===== src/rtl/tlb_walker_pkg.sv =====
// Shared types and constants for the TLB page-table walker.
package tlb_walker_pkg;

  typedef enum logic [2:0] {
    ST_IDLE,
    ST_REQ,
    ST_WAIT,
    ST_INSERT,
    ST_FAULT,
    ST_DRAIN,
    ST_SHUT
  } walk_state_e;

  localparam int PTE_VALID_BIT = 0;
  localparam int PTE_BYTES     = 8;
  localparam int PTE_OFF_W     = $clog2(PTE_BYTES);

  // A single-level table still needs a one-bit level register.
  function automatic int lvl_width(input int levels);
    return (levels > 1) ? $clog2(levels) : 1;
  endfunction

endpackage


===== src/rtl/tlb_walker_ptw_index_sel.sv =====
// Selects the per-level VA index and turns it into a PTE byte offset.
module ptw_index_sel
  import tlb_walker_pkg::*;
#(
  parameter int SADDR  = 64,
  parameter int SPAGE  = 12,
  parameter int SIDX   = 9,
  parameter int LEVELS = 4,
  parameter int LVL_W  = lvl_width(LEVELS)
) (
  input  logic [SADDR-1:0] va,
  input  logic [LVL_W-1:0] level,
  output logic [SIDX-1:0]  idx,
  output logic [SADDR-1:0] offset
);

  always_comb begin
    idx    = SIDX'(va >> (SPAGE + SIDX * int'(level)));
    offset = '0;
    offset[SIDX+PTE_OFF_W-1:0] = {idx, {PTE_OFF_W{1'b0}}};
  end

endmodule


===== src/rtl/tlb_walker.sv =====
// Radix page-table walker between the TLB miss output and its insert port,
// with flush sequencing so a shutdown never overlaps an outstanding PTE read.
module tlb_walker
  import tlb_walker_pkg::*;
#(
  parameter int SADDR  = 64,
  parameter int SPAGE  = 12,
  parameter int SPCID  = 12,
  parameter int LEVELS = 4,
  parameter int SIDX   = 9
) (
  input  logic             clk,
  input  logic             rst,
  input  logic             miss,
  input  logic [SADDR-1:0] miss_va,
  input  logic [SPCID-1:0] miss_pcid,
  input  logic [SADDR-1:0] root_pa,
  input  logic             flush,
  output logic             mem_req_valid,
  input  logic             mem_req_ready,
  output logic [SADDR-1:0] mem_req_addr,
  input  logic             mem_resp_valid,
  input  logic [63:0]      mem_resp_data,
  output logic             insert_valid,
  output logic [SADDR-1:0] insert_va,
  output logic [SADDR-1:0] insert_pa,
  output logic [SPCID-1:0] insert_pcid,
  output logic             shutdown,
  output logic             flush_done,
  output logic             fault,
  output logic             busy
);

  localparam int              LVL_W   = lvl_width(LEVELS);
  localparam logic [LVL_W-1:0] TOP_LVL = LVL_W'(LEVELS - 1);

  walk_state_e      state, state_d;
  logic [SADDR-1:0] va_q;
  logic [SPCID-1:0] pcid_q;
  logic [LVL_W-1:0] level_q;
  logic [SADDR-1:0] sel_va, sel_base, pte_base, offset;
  logic [LVL_W-1:0] sel_level;
  logic [SIDX-1:0]  idx;
  logic             pte_valid, last_level, load_req, load_insert;
  logic             unused_bits;

  assign pte_valid   = mem_resp_data[PTE_VALID_BIT];
  assign pte_base    = {mem_resp_data[SADDR-1:SPAGE], {SPAGE{1'b0}}};
  assign last_level  = (level_q == '0);
  assign unused_bits = ^{mem_resp_data[SPAGE-1:1], idx};

  // From IDLE the first request indexes the root; afterwards the next level.
  assign sel_va    = (state == ST_IDLE) ? miss_va : va_q;
  assign sel_level = (state == ST_IDLE) ? TOP_LVL : (level_q - LVL_W'(1));
  assign sel_base  = (state == ST_IDLE) ? root_pa : pte_base;

  ptw_index_sel #(
    .SADDR (SADDR),
    .SPAGE (SPAGE),
    .SIDX  (SIDX),
    .LEVELS(LEVELS),
    .LVL_W (LVL_W)
  ) u_index_sel (
    .va    (sel_va),
    .level (sel_level),
    .idx   (idx),
    .offset(offset)
  );

  always_comb begin
    state_d = state;
    case (state)
      ST_IDLE: begin
        if (flush)     state_d = ST_SHUT;
        else if (miss) state_d = ST_REQ;
      end
      ST_REQ:  if (mem_req_ready) state_d = ST_WAIT;
      // A response arriving together with flush is the one a drain would wait for.
      ST_WAIT: begin
        if (mem_resp_valid) begin
          if (flush)           state_d = ST_SHUT;
          else if (!pte_valid) state_d = ST_FAULT;
          else if (last_level) state_d = ST_INSERT;
          else                 state_d = ST_REQ;
        end else if (flush) begin
          state_d = ST_DRAIN;
        end
      end
      ST_DRAIN: if (mem_resp_valid) state_d = ST_SHUT;
      default:  state_d = ST_IDLE;
    endcase
  end

  assign load_req    = (state_d == ST_REQ) && ((state == ST_IDLE) || (state == ST_WAIT));
  assign load_insert = (state == ST_WAIT) && (state_d == ST_INSERT);

  assign mem_req_valid = (state == ST_REQ);
  assign insert_valid  = (state == ST_INSERT);
  assign fault         = (state == ST_FAULT);
  assign shutdown      = (state == ST_SHUT);
  assign flush_done    = (state == ST_SHUT);
  assign busy          = (state != ST_IDLE);

  // p0: state and registered outputs
  always_ff @(posedge clk) begin
    if (rst) begin
      state        <= ST_IDLE;
      mem_req_addr <= '0;
      insert_va    <= '0;
      insert_pa    <= '0;
      insert_pcid  <= '0;
    end else begin
      state <= state_d;
      if (load_req) mem_req_addr <= sel_base + offset;
      if (load_insert) begin
        insert_va   <= va_q;
        insert_pa   <= {mem_resp_data[SADDR-1:SPAGE], va_q[SPAGE-1:0]};
        insert_pcid <= pcid_q;
      end
    end
  end

  // p0: walk context, only meaningful while busy
  always_ff @(posedge clk) begin
    if ((state == ST_IDLE) && (state_d == ST_REQ)) begin
      va_q    <= miss_va;
      pcid_q  <= miss_pcid;
      level_q <= TOP_LVL;
    end else if (load_req) begin
      level_q <= sel_level;
    end
  end

endmodule


===== config.mk =====
export PLATFORM = sky130hd
export DESIGN_NAME = tlb_walker
export DESIGN_NICKNAME = d
export VERILOG_FILES = /design/src/rtl/tlb_walker_pkg.sv /design/src/rtl/tlb_walker_ptw_index_sel.sv /design/src/rtl/tlb_walker.sv
export SDC_FILE = /design/constraint.sdc
export NUM_CORES = 1
export LEC_CHECK = 0
export CORE_ASPECT_RATIO = 0.5
export CORE_MARGIN = 2
export CORE_UTILIZATION = 50
export CTS_CLUSTER_DIAMETER = 150
export DETAILED_ROUTE_END_ITERATION = 8
export HOLD_SLACK_MARGIN = 0.12
export MAX_ROUTING_LAYER = met4
export PLACE_DENSITY_LB_ADDON = 0.2
export RECOVER_POWER = 25
export SLEW_MARGIN = 40
export SYNTH_ARGS = -nofsm -noshare
export SYNTH_HDL_FRONTEND = slang
export SYNTH_SLANG_ARGS = --single-unit

===== constraint.sdc =====
create_clock -name clk -period 21.1 [get_ports clk]
set_clock_uncertainty 0.2 [all_clocks]
set_input_delay 4.22 -clock clk [delete_from_list [all_inputs] [get_ports clk]]
set_output_delay 4.22 -clock clk [all_outputs]
set_load 0.02 [all_outputs]

==> impl_metrics.json, run 1 <==
{
  "grt_pass1_wl_um": 64100,
  "async_flop_share_pct": 0,
  "ys_warn_count": 0,
  "layout_commonest_cell": "nand2_1",
  "worstSetupStartpointType": "primary input",
  "switchingPower_mw": 0.383,
  "synth_cell_types": 73,
  "clk_latency_ps": 550,
  "grt_pass1_vias": 11632,
  "drt-pass1-iter-count": 5,
  "cts_buffers": 25,
  "drive_gt1_share_pct": 4.93,
  "final.min_clock_period_ps": 10810,
  "cp_data_arrival_time_ps": 10810,
  "cts_sinks": 273,
  "h-tree-depth": 1,
  "clk_path_buf_depth": 3,
  "p_int_mw": 0.957,
  "grt_antenna_before_repair": 8,
  "power_frac_comb_pct": 20.9,
  "outcome": "finished with violations",
  "finalCritPeriodShare_pct": 51.2,
  "setup_tns_ps": 0,
  "synth-xor-area-share_pct": 2.41,
  "path_class": "primary input to flip-flop",
  "io_pins": 420,
  "multi_input_area_um2": 6020,
  "seqPwrFrac_pct": 42.8,
  "syn_area_per_cell_um2": 8.83,
  "synth_area_um2": 12700,
  "cp_slowest_stage_delay_ps": 3620,
  "vdd_drop_max_v": 0.0000612,
  "p_leak_nw": 6.09,
  "pre_cts_slack_ps": 12580,
  "required_ps": 21090,
  "grtUsageTotal_pct": 31.0,
  "drt_iter0_drc": 1137,
  "worst_slew_pin_slew_ps": 4920,
  "die_area_um2": 26800,
  "synth-seq-area-share_pct": 48.9,
  "post_drt_wl_per_cell_um": 19.7,
  "synth-adder-area-share_pct": 1.14,
  "fp.dieW_um": 230,
  "ctsResizeCount": 0,
  "rows": 41,
  "worstSetupEndpointType": "flip-flop",
  "fin_ws_ps": 10290,
  "cp_max_fo": 106,
  "synth_top_family_by_area": "simple AND/OR/NAND/NOR gates",
  "tritoncts": "built",
  "synth_simple_gate_area_share_pct": 23.4,
  "crit_chain": "clkbuf_1, clkbuf_1, a21oi_1",
  "critPathBufInv": 2,
  "cts_root_buffer": "clkbuf_16",
  "rsz0062_at_grt": "false",
  "crit_path_frequent_cell": "clkbuf_1",
  "synth_flop_cell": "dfxtp_1",
  "grt_max_degree": 107,
  "mostFrequentLayoutCells": "395 x nand2_1, 330 x clkdlybuf4s50_1, 197 x dfxtp_1",
  "design.core.area_um2": 25100,
  "wirelength_um": 42600,
  "fillers": 1890,
  "synth-compound-area-share_pct": 14.5,
  "cts.reportedPaths.clkPinSlew_ps": 70,
  "clkPwrFrac_pct": 36.2,
  "yosysTopAreaCell": "dfxtp_1",
  "routabilityCongestion": 0.943,
  "slew-limit-headroom_pct": -228,
  "maxSlewViolCount": 274,
  "nets": 2007,
  "drc_errors": 0,
  "postCtsHoldBufs": 0,
  "hold_viol_final": 0,
  "cp_top_family": "buffers and inverters",
  "powerDensity_nw_per_um2": 75.4,
  "whs_ps": 254,
  "swShare_pct": 28.6,
  "routed_via_density": 5.70,
  "syn2layout_area_growth_pct": 39.7,
  "violations": "max-capacitance violations, max-slew violations",
  "synthMuxAreaShare_pct": 5.54,
  "synth-edff-count": 76,
  "via_count": 12305,
  "die_y_um": 117,
  "drtAntennaViolNets": 0,
  "dp_hpwl_um": 30000,
  "globalRoute.totalOverflow": 0,
  "syn_nets": 1663,
  "initial_core_util_pct": 50.8,
  "yosys.area.top_type_share_pct": 31.0,
  "seq_area_um2": 6230,
  "portBuffers": 408,
  "fmax_mhz": 92.5,
  "yosys-top-cells-area": "dfxtp_1 31%, edfxtp_1 18%, nand2_1 12%",
  "netlist_instances": 1442,
  "cap_viol_max_count": 3,
  "cpMaxStageDelayCell": "clkbuf_1",
  "cts_setup_buffers": 0,
  "hold_class": "flip-flop to flip-flop",
  "final-setup-viol-count": 0,
  "ys_ff_latch": 273
}
[cells in the mapped netlist (all sizes together) (7+ instances only)]
cell,n
nand2,395
dfxtp,197
a21oi,183
edfxtp,76
nand3,59
clkbuf,55
buf,48
mux2i,48
nor2,44
o21ai,43
nor3,29
nand4,21
xnor2,19
nor3b,17
xor2,16
and3,15
and2,14
inv,11
nand3b,11
a2111oi,10
ha,10
a31oi,8
nor4,8
or3,8
mux4,7
[path summary, 6_finish.rpt]
path / from / end / slack, ps / cells past startpoint
max: rst / insert_va[9] / 10290 / 3
min: insert_pa[24] / insert_pa[24] / 250 / 2
max reg2reg: state[1] / mem_req_addr[48] / 13780 / 10
min reg2reg: insert_pa[24] / insert_pa[24] / 250 / 2
[area by class of cell]
| class | count | share of cell area [%] |
|---|---|---|
| diodes | 9 | 0.127 |
| clock buffers | 31 | 3.76 |
| clock inverters | 15 | 1.10 |
| inverters | 11 | 0.232 |
| multi-input cells | 1055 | 33.8 |
| flip-flops and latches | 273 | 35.0 |
| well taps | 344 | 2.42 |
| repair buffers | 420 | 23.5 |
[power groups by stage]
stage | clock network [mW] | logic, mW | registers (mW)
after floorplan | 0 | 0.168 | 0.588
after global placement | 0 | 0.270 | 0.583
after detailed placement | 0 | 0.278 | 0.584
after CTS | 0.492 | 0.280 | 0.572
after global routing | 0.513 | 0.301 | 0.576
final | 0.486 | 0.280 | 0.574
[sequential cells by signal, summed over array words and instances (netlist names)]
signal / cells
insert_va: 64
mem_req_addr: 64
va_q: 64
insert_pa: 52
insert_pcid: 12
pcid_q: 12
state: 3
level_q: 2
[tightest hold or removal path, stage by stage, from the launching register on]
cell     delay (ps)
dfxtp_1         310
nand2_1          50
a21oi_1          50
[layer usage]
layer | up-vias | share of wire (%) | GRT usage [%]
met5 | - | 0 | -
met1 | 5924 | 40 | 37.7
met4 | 0 | 3.4 | 11.1
met2 | 507 | 49 | 51.5
met3 | 106 | 7.5 | 7.19
li1 | 5768 | - | -
[kinds of logic after synthesis]
| group | Yosys count |
|---|---|
| adders and majority gates | 11 |
| DFF | 273 |
| buffers and inverters | 114 |
| xor gates and xnor gates | 35 |
| and+or+nand+nor | 646 |
| AOI/OAI and AO/OA | 302 |
| muxes | 61 |
[per-stage QoR]
| step | power, mW | util, % | std cells | area [um^2] |
|---|---|---|---|---|
| after floorplan | 0.755 | - | 1442 | 12700 |
| after global placement | 0.853 | 67.3 | 2102 | 16900 |
| after detailed placement | 0.862 | 67.4 | 2103 | 16900 |
| after CTS | 1.35 | 70.9 | 2149 | 17800 |
| after global routing | 1.39 | 70.9 | 2157 | 17800 |
| final | 1.34 | 70.9 | 2158 | 17800 |
(Power assumes the default switching activity.)
==> run 2, diff against run 1 <==
--- a/config.mk
+++ b/config.mk
@@ -7,7 +7,7 @@
 export LEC_CHECK = 0
 export CORE_ASPECT_RATIO = 0.5
 export CORE_MARGIN = 2
-export CORE_UTILIZATION = 50
+export CORE_UTILIZATION = 47
 export CTS_CLUSTER_DIAMETER = 150
 export DETAILED_ROUTE_END_ITERATION = 8
 export HOLD_SLACK_MARGIN = 0.12
==> constraint.sdc (replaced) <==
create_clock -name clk -period 10.7 [get_ports clk]
set_clock_uncertainty 0.2 [all_clocks]
set_input_delay 2.14 -clock clk [delete_from_list [all_inputs] [get_ports clk]]
set_output_delay 2.14 -clock clk [all_outputs]
set_load 0.02 [all_outputs]
==> run 2 against run 1 <==
Effect of this change: the flow still finishes with violations (max-capacitance violations, max-slew violations); via count up 0.25%; cell count rose by 0.51%; register-to-register slack got worse by 8400 ps; total power up 99%; global-route usage decreased by 0.81 points; count of clock-buffer cells in the layout is 3 higher; final area grew 0.41%; setup slack lost 5500 ps; critical path depth up 12; first-iteration DRC count is 3.8% higher; clock power is 100% higher.
==> impl_metrics.json, run 2 (synthesis results as in run 1) <==
{
  "syn2layout_area_growth_pct": 40.2,
  "worstSetupEndpointType": "flip-flop",
  "crit_end": "mem_req_addr[52]",
  "portBuffers": 408,
  "vdd_drop_max_v": 0.000127,
  "ctsResizeCount": 0,
  "drc_errors": 0,
  "worstSetupStartpointType": "primary input",
  "fin_ws_ps": 4800,
  "r2r_slack_ps": 5360,
  "drt-pass1-iter-count": 5,
  "grt_pass1_vias": 12107,
  "largestRegisters": "insert_va x64, mem_req_addr x64, va_q x64",
  "cts_buffers": 26,
  "dp_cells": 2112,
  "setup_tns_ps": 0,
  "maxSlewViolCount": 76,
  "hold_viol_final": 0,
  "routabilityCongestion": 0.943,
  "path_class": "primary input to flip-flop",
  "drtAntennaViolNets": 0,
  "cp_max_fo": 9,
  "die_area_um2": 28500,
  "fmax_mhz": 170,
  "seqPwrFrac_pct": 42.3,
  "cts_sinks": 273,
  "via_count": 12336,
  "r2r_end": "mem_req_addr[52]",
  "finalCritPeriodShare_pct": 55.1,
  "r2r_cells": 17,
  "die_y_um": 120,
  "nets": 2010,
  "design.core.area_um2": 26500,
  "mostFrequentLayoutCells": "395 x nand2_1, 330 x clkdlybuf4s50_1, 196 x dfxtp_1",
  "cts_root_buffer": "clkbuf_16",
  "grt_max_degree": 120,
  "cap_viol_max_count": 1,
  "swShare_pct": 29.1,
  "grtUsageTotal_pct": 30.2,
  "routed_via_density": 5.69,
  "rsz0062_at_grt": "false",
  "drive_gt1_share_pct": 5.47,
  "globalRoute.totalOverflow": 0,
  "required_ps": 10950,
  "grt_antenna_before_repair": 8,
  "initial_core_util_pct": 48.0,
  "cts_setup_buffers": 0,
  "wirelength_um": 43300,
  "drt_iter0_drc": 1180,
  "p_int_mw": 1.89,
  "switchingPower_mw": 0.778,
  "h-tree-depth": 1,
  "io_pins": 420,
  "worstSetupStartpoint": "miss_va[23]",
  "cts.reportedPaths.clkPinSlew_ps": 70,
  "clk_latency_ps": 560,
  "cp_data_arrival_time_ps": 6150,
  "outcome": "finished with violations",
  "clkPwrFrac_pct": 36.8,
  "worst_slew_pin_slew_ps": 3640,
  "postCtsHoldBufs": 0,
  "hold_class": "flip-flop to flip-flop",
  "dp_hpwl_um": 30800,
  "multi_input_area_um2": 6010,
  "final-setup-viol-count": 0,
  "clk_path_buf_depth": 3,
  "seq_area_um2": 6230,
  "tritoncts": "built",
  "grt_pass1_wl_um": 66600,
  "final.min_clock_period_ps": 5900,
  "slew-limit-headroom_pct": -143,
  "p_leak_nw": 6.13,
  "pre_cts_slack_ps": 4370,
  "powerDensity_nw_per_um2": 150,
  "post_drt_wl_per_cell_um": 20.0,
  "r2r_start": "state[2]",
  "violations": "max-capacitance violations, max-slew violations",
  "instances_no_fill": 2169,
  "rows": 42,
  "power_frac_comb_pct": 20.9,
  "fp.dieW_um": 237,
  "fillers": 2080,
  "layout_commonest_cell": "nand2_1"
}
-- run 2: cell types whose count changed in the layout (fill, tap and decap cells not counted), sizes merged --
cell and change:
clkinvlp +1, buf +3, bufinv -1, diode -1
clkbuf +2, inv -1
-- run 2: worst min path at each step --
stage,startpoint,endpoint,slack (ps),cells after the start
3_5_place_dp,mem_req_addr[20],mem_req_addr[20],240,2
4_1_cts,mem_req_addr[37],mem_req_addr[37],250,2
6_report,mem_req_addr[37],mem_req_addr[37],250,2
2_1_floorplan,level_q[1],level_q[1],270,2
5_1_grt,mem_req_addr[31],mem_req_addr[31],270,2
3_3_place_gp,mem_req_addr[37],mem_req_addr[37],240,2
-- run 2: layer usage --
layer  vias up  routed length, um  part of all wire [%]  GRT usage [%]
met5         -                  0                     0              -
met4         0               1600                   3.7           10.8
met3       103               3230                   7.5           5.82
met2       588              20900                    48           49.9
met1      5863              17500                    40           37.4
li1       5782                  -                     -              -
-- run 2: cell type report --
cell class,count,share of cell area [%]
Multi-Input combinational cell,1055,33.7
Inverter,11,0.231
Timing Repair Buffer,422,23.6
Antenna cell,8,0.112
Clock buffer,34,4.04
Tap cell,352,2.47
Clock inverter,14,1.04
Sequential cell,273,34.9
-- run 2: stage by stage --
step                      power [mW]  utilization (%)  hold WS [ps]  cell area, um^2
after global placement          1.68             63.7           238            16900
after global routing            2.77             67.3           274            17900
after detailed placement        1.70             63.8           244            16900
after CTS                       2.68             67.2           253            17800
after floorplan                 1.49                -           266            12700
final                           2.67             67.3           250            17900
-- run 2: worst max-delay path, stage by stage --
cell           delay, ps
dlygate4sd3_1        550
nor2_1                60
o21ai_0              220
o21ai_0              110
nor2_1               110
a21oi_1               50
a21oi_1              220
ha_1                 240
a21oi_1              110
nor3b_1              460
o21ai_2              300
a2111oi_4            710
nand4_2              240
or3_1                400
a32o_1               240
-- run 2: power groups by stage --
| stage | clock (mW) | combinational, mW | sequential [mW] |
|---|---|---|---|
| floorplan | 0 | 0.331 | 1.16 |
| global placement | 0 | 0.531 | 1.15 |
| detailed placement | 0 | 0.551 | 1.15 |
| CTS | 0.997 | 0.555 | 1.13 |
| global route | 1.04 | 0.600 | 1.13 |
| finish | 0.984 | 0.558 | 1.13 |
==> run 3, diff against run 2 <==
==> constraint.sdc (replaced) <==
create_clock -name clk -period 5.6 [get_ports clk]
set_clock_uncertainty 0.2 [all_clocks]
set_input_delay 1.12 -clock clk [delete_from_list [all_inputs] [get_ports clk]]
set_output_delay 1.12 -clock clk [all_outputs]
set_load 0.02 [all_outputs]
==> run 3 against run 2 <==
Effect of this change: sequential share of layout area shrank 0.083 points; count of clock-buffer cells in the layout is the same; clock power grew 85%; routed wire length shrank 1.9%; final area grew 0.22%; setup slack lost 4200 ps; largest cell class unchanged; critical path depth shrank 11; the run still ends with max-capacitance violations, max-slew violations left.
==> impl_metrics.json, run 3 (synthesis results as in run 1) <==
{
  "outcome": "finished with violations",
  "violations": "max-capacitance violations, max-slew violations",
  "hold_class": "flip-flop to flip-flop",
  "syn2layout_area_growth_pct": 40.5,
  "hold_end": "mem_req_addr[10]",
  "critPathBufInv": 3,
  "dp_cells": 2121,
  "fillers": 2107,
  "maxSlewViolCount": 140,
  "worstSetupEndpointType": "flip-flop",
  "cp_data_arrival_time_ps": 5180,
  "routabilityCongestion": 0.965,
  "nets": 2018,
  "r2r_start": "level_q[0]",
  "postCtsHoldBufs": 0,
  "grt_antenna_before_repair": 6,
  "fin_ws_ps": 630,
  "worst_slew_pin_slew_ps": 2550,
  "powerDensity_nw_per_um2": 282,
  "final-setup-viol-count": 0,
  "grt_max_degree": 85,
  "drive_gt1_share_pct": 5.67,
  "design.core.area_um2": 26500,
  "cts_buffers": 26,
  "routed_via_density": 5.63,
  "largestRegisters": "insert_va x64, mem_req_addr x64, va_q x64",
  "cp_slowest_stage_delay_ps": 1900,
  "globalRoute.totalOverflow": 0,
  "io_pins": 420,
  "drt-pass1-iter-count": 5,
  "cp_max_fo": 84,
  "vdd_drop_max_v": 0.000266,
  "post_drt_wl_per_cell_um": 19.5,
  "cts.reportedPaths.clkPinSlew_ps": 60,
  "grtUsageTotal_pct": 29.9,
  "cap_viol_max_count": 2,
  "clk_latency_ps": 560,
  "h-tree-depth": 1,
  "path_class": "primary input to flip-flop",
  "mostFrequentLayoutCells": "395 x nand2_1, 271 x clkdlybuf4s50_1, 197 x dfxtp_1",
  "cts_setup_buffers": 0,
  "drtAntennaViolNets": 0,
  "crit_chain": "clkbuf_2, clkbuf_1, buf_4, a21oi_1",
  "initial_core_util_pct": 48.0,
  "clk_path_buf_depth": 3,
  "grt_pass1_wl_um": 65800,
  "pre_cts_slack_ps": 564,
  "cts_root_buffer": "clkbuf_16",
  "hold_path_depth": 2,
  "cp_top_family": "buffers and inverters",
  "hold_viol_final": 0,
  "hp-start": "mem_req_addr[10]",
  "portBuffers": 408,
  "r2r_cells": 15,
  "drc_errors": 0,
  "fp.dieW_um": 237,
  "via_count": 12247,
  "worstSetupStartpointType": "primary input",
  "final.min_clock_period_ps": 4970,
  "tritoncts": "built",
  "ctsResizeCount": 0,
  "finalCritPeriodShare_pct": 88.7,
  "fmax_mhz": 201,
  "die_y_um": 120,
  "die_area_um2": 28500,
  "grt_pass1_vias": 12152,
  "cts_sinks": 273,
  "required_ps": 5810,
  "slew-limit-headroom_pct": -70.2,
  "rows": 42,
  "rsz0062_at_grt": "false",
  "r2r_end": "mem_req_addr[62]",
  "wirelength_um": 42500,
  "instances_no_fill": 2175,
  "r2r_slack_ps": 810,
  "p_leak_nw": 6.37,
  "dp_hpwl_um": 31200,
  "cpMaxStageDelayCell": "clkbuf_1",
  "layout_commonest_cell": "nand2_1",
  "setup_tns_ps": 0,
  "drt_iter0_drc": 973
}
## run 3: stage by stage
stage                     total power, mW  utilization [%]  hold WS [ps]  instance area [um^2]
after floorplan                      2.84                -           266                 12700
after global placement               3.22             64.0           239                 17000
after detailed placement             3.26             64.1           242                 17000
after CTS                            5.07             67.4           251                 17900
after global routing                 5.23             67.4           269                 17900
final                                5.04             67.4           249                 17900
## run 3: worst max-delay path by stage
stage | from | slack [ps] | cells after the start | end
finish | rst | 630 | 4 | insert_pcid[3]
global route | rst | 350 | 4 | insert_va[55]
CTS | level_q[0] | 900 | 15 | mem_req_addr[62]
global placement | miss_va[23] | 680 | 16 | mem_req_addr[47]
floorplan | flush | 690 | 8 | mem_req_addr[48]
detailed placement | miss_va[23] | 560 | 16 | mem_req_addr[47]
## run 3: worst register-to-register path, delay by kind of cell (launching register included)
family | cells | cell delay, ps
AOI/OAI and AO/OA | 5 | 1830
adders and majority gates | 2 | 1040
buffers and inverters | 3 | 570
DFF | 1 | 320
muxes | 1 | 400
and+or+nand+nor | 4 | 400
## run 3: area by class of cell
class,count,area (um^2),area share [%]
diodes,7,17.5,0.0979
clock buffers,34,701,3.91
clock inverters,13,168,0.937
inverters,11,41.3,0.231
multi-input cells,1055,6030,33.7
flip-flops and latches,273,6230,34.8
well taps,352,440,2.46
repair buffers,430,4280,23.9
## run 3: report_power, final
| part | internal, mW | switching [mW] |
|---|---|---|
| registers | 2.10 | 0.0419 |
| logic | 0.458 | 0.620 |
| clock network | 1.03 | 0.790 |
## run 3: per-layer routing
layer / share of wire (%) / up-vias / GRT usage [%]
met5: 0 / - / -
met4: 3.8 / 0 / 11.8
met3: 7.1 / 108 / 5.71
met2: 47 / 488 / 49.0
met1: 42 / 5861 / 37.0
li1: - / 5790 / -
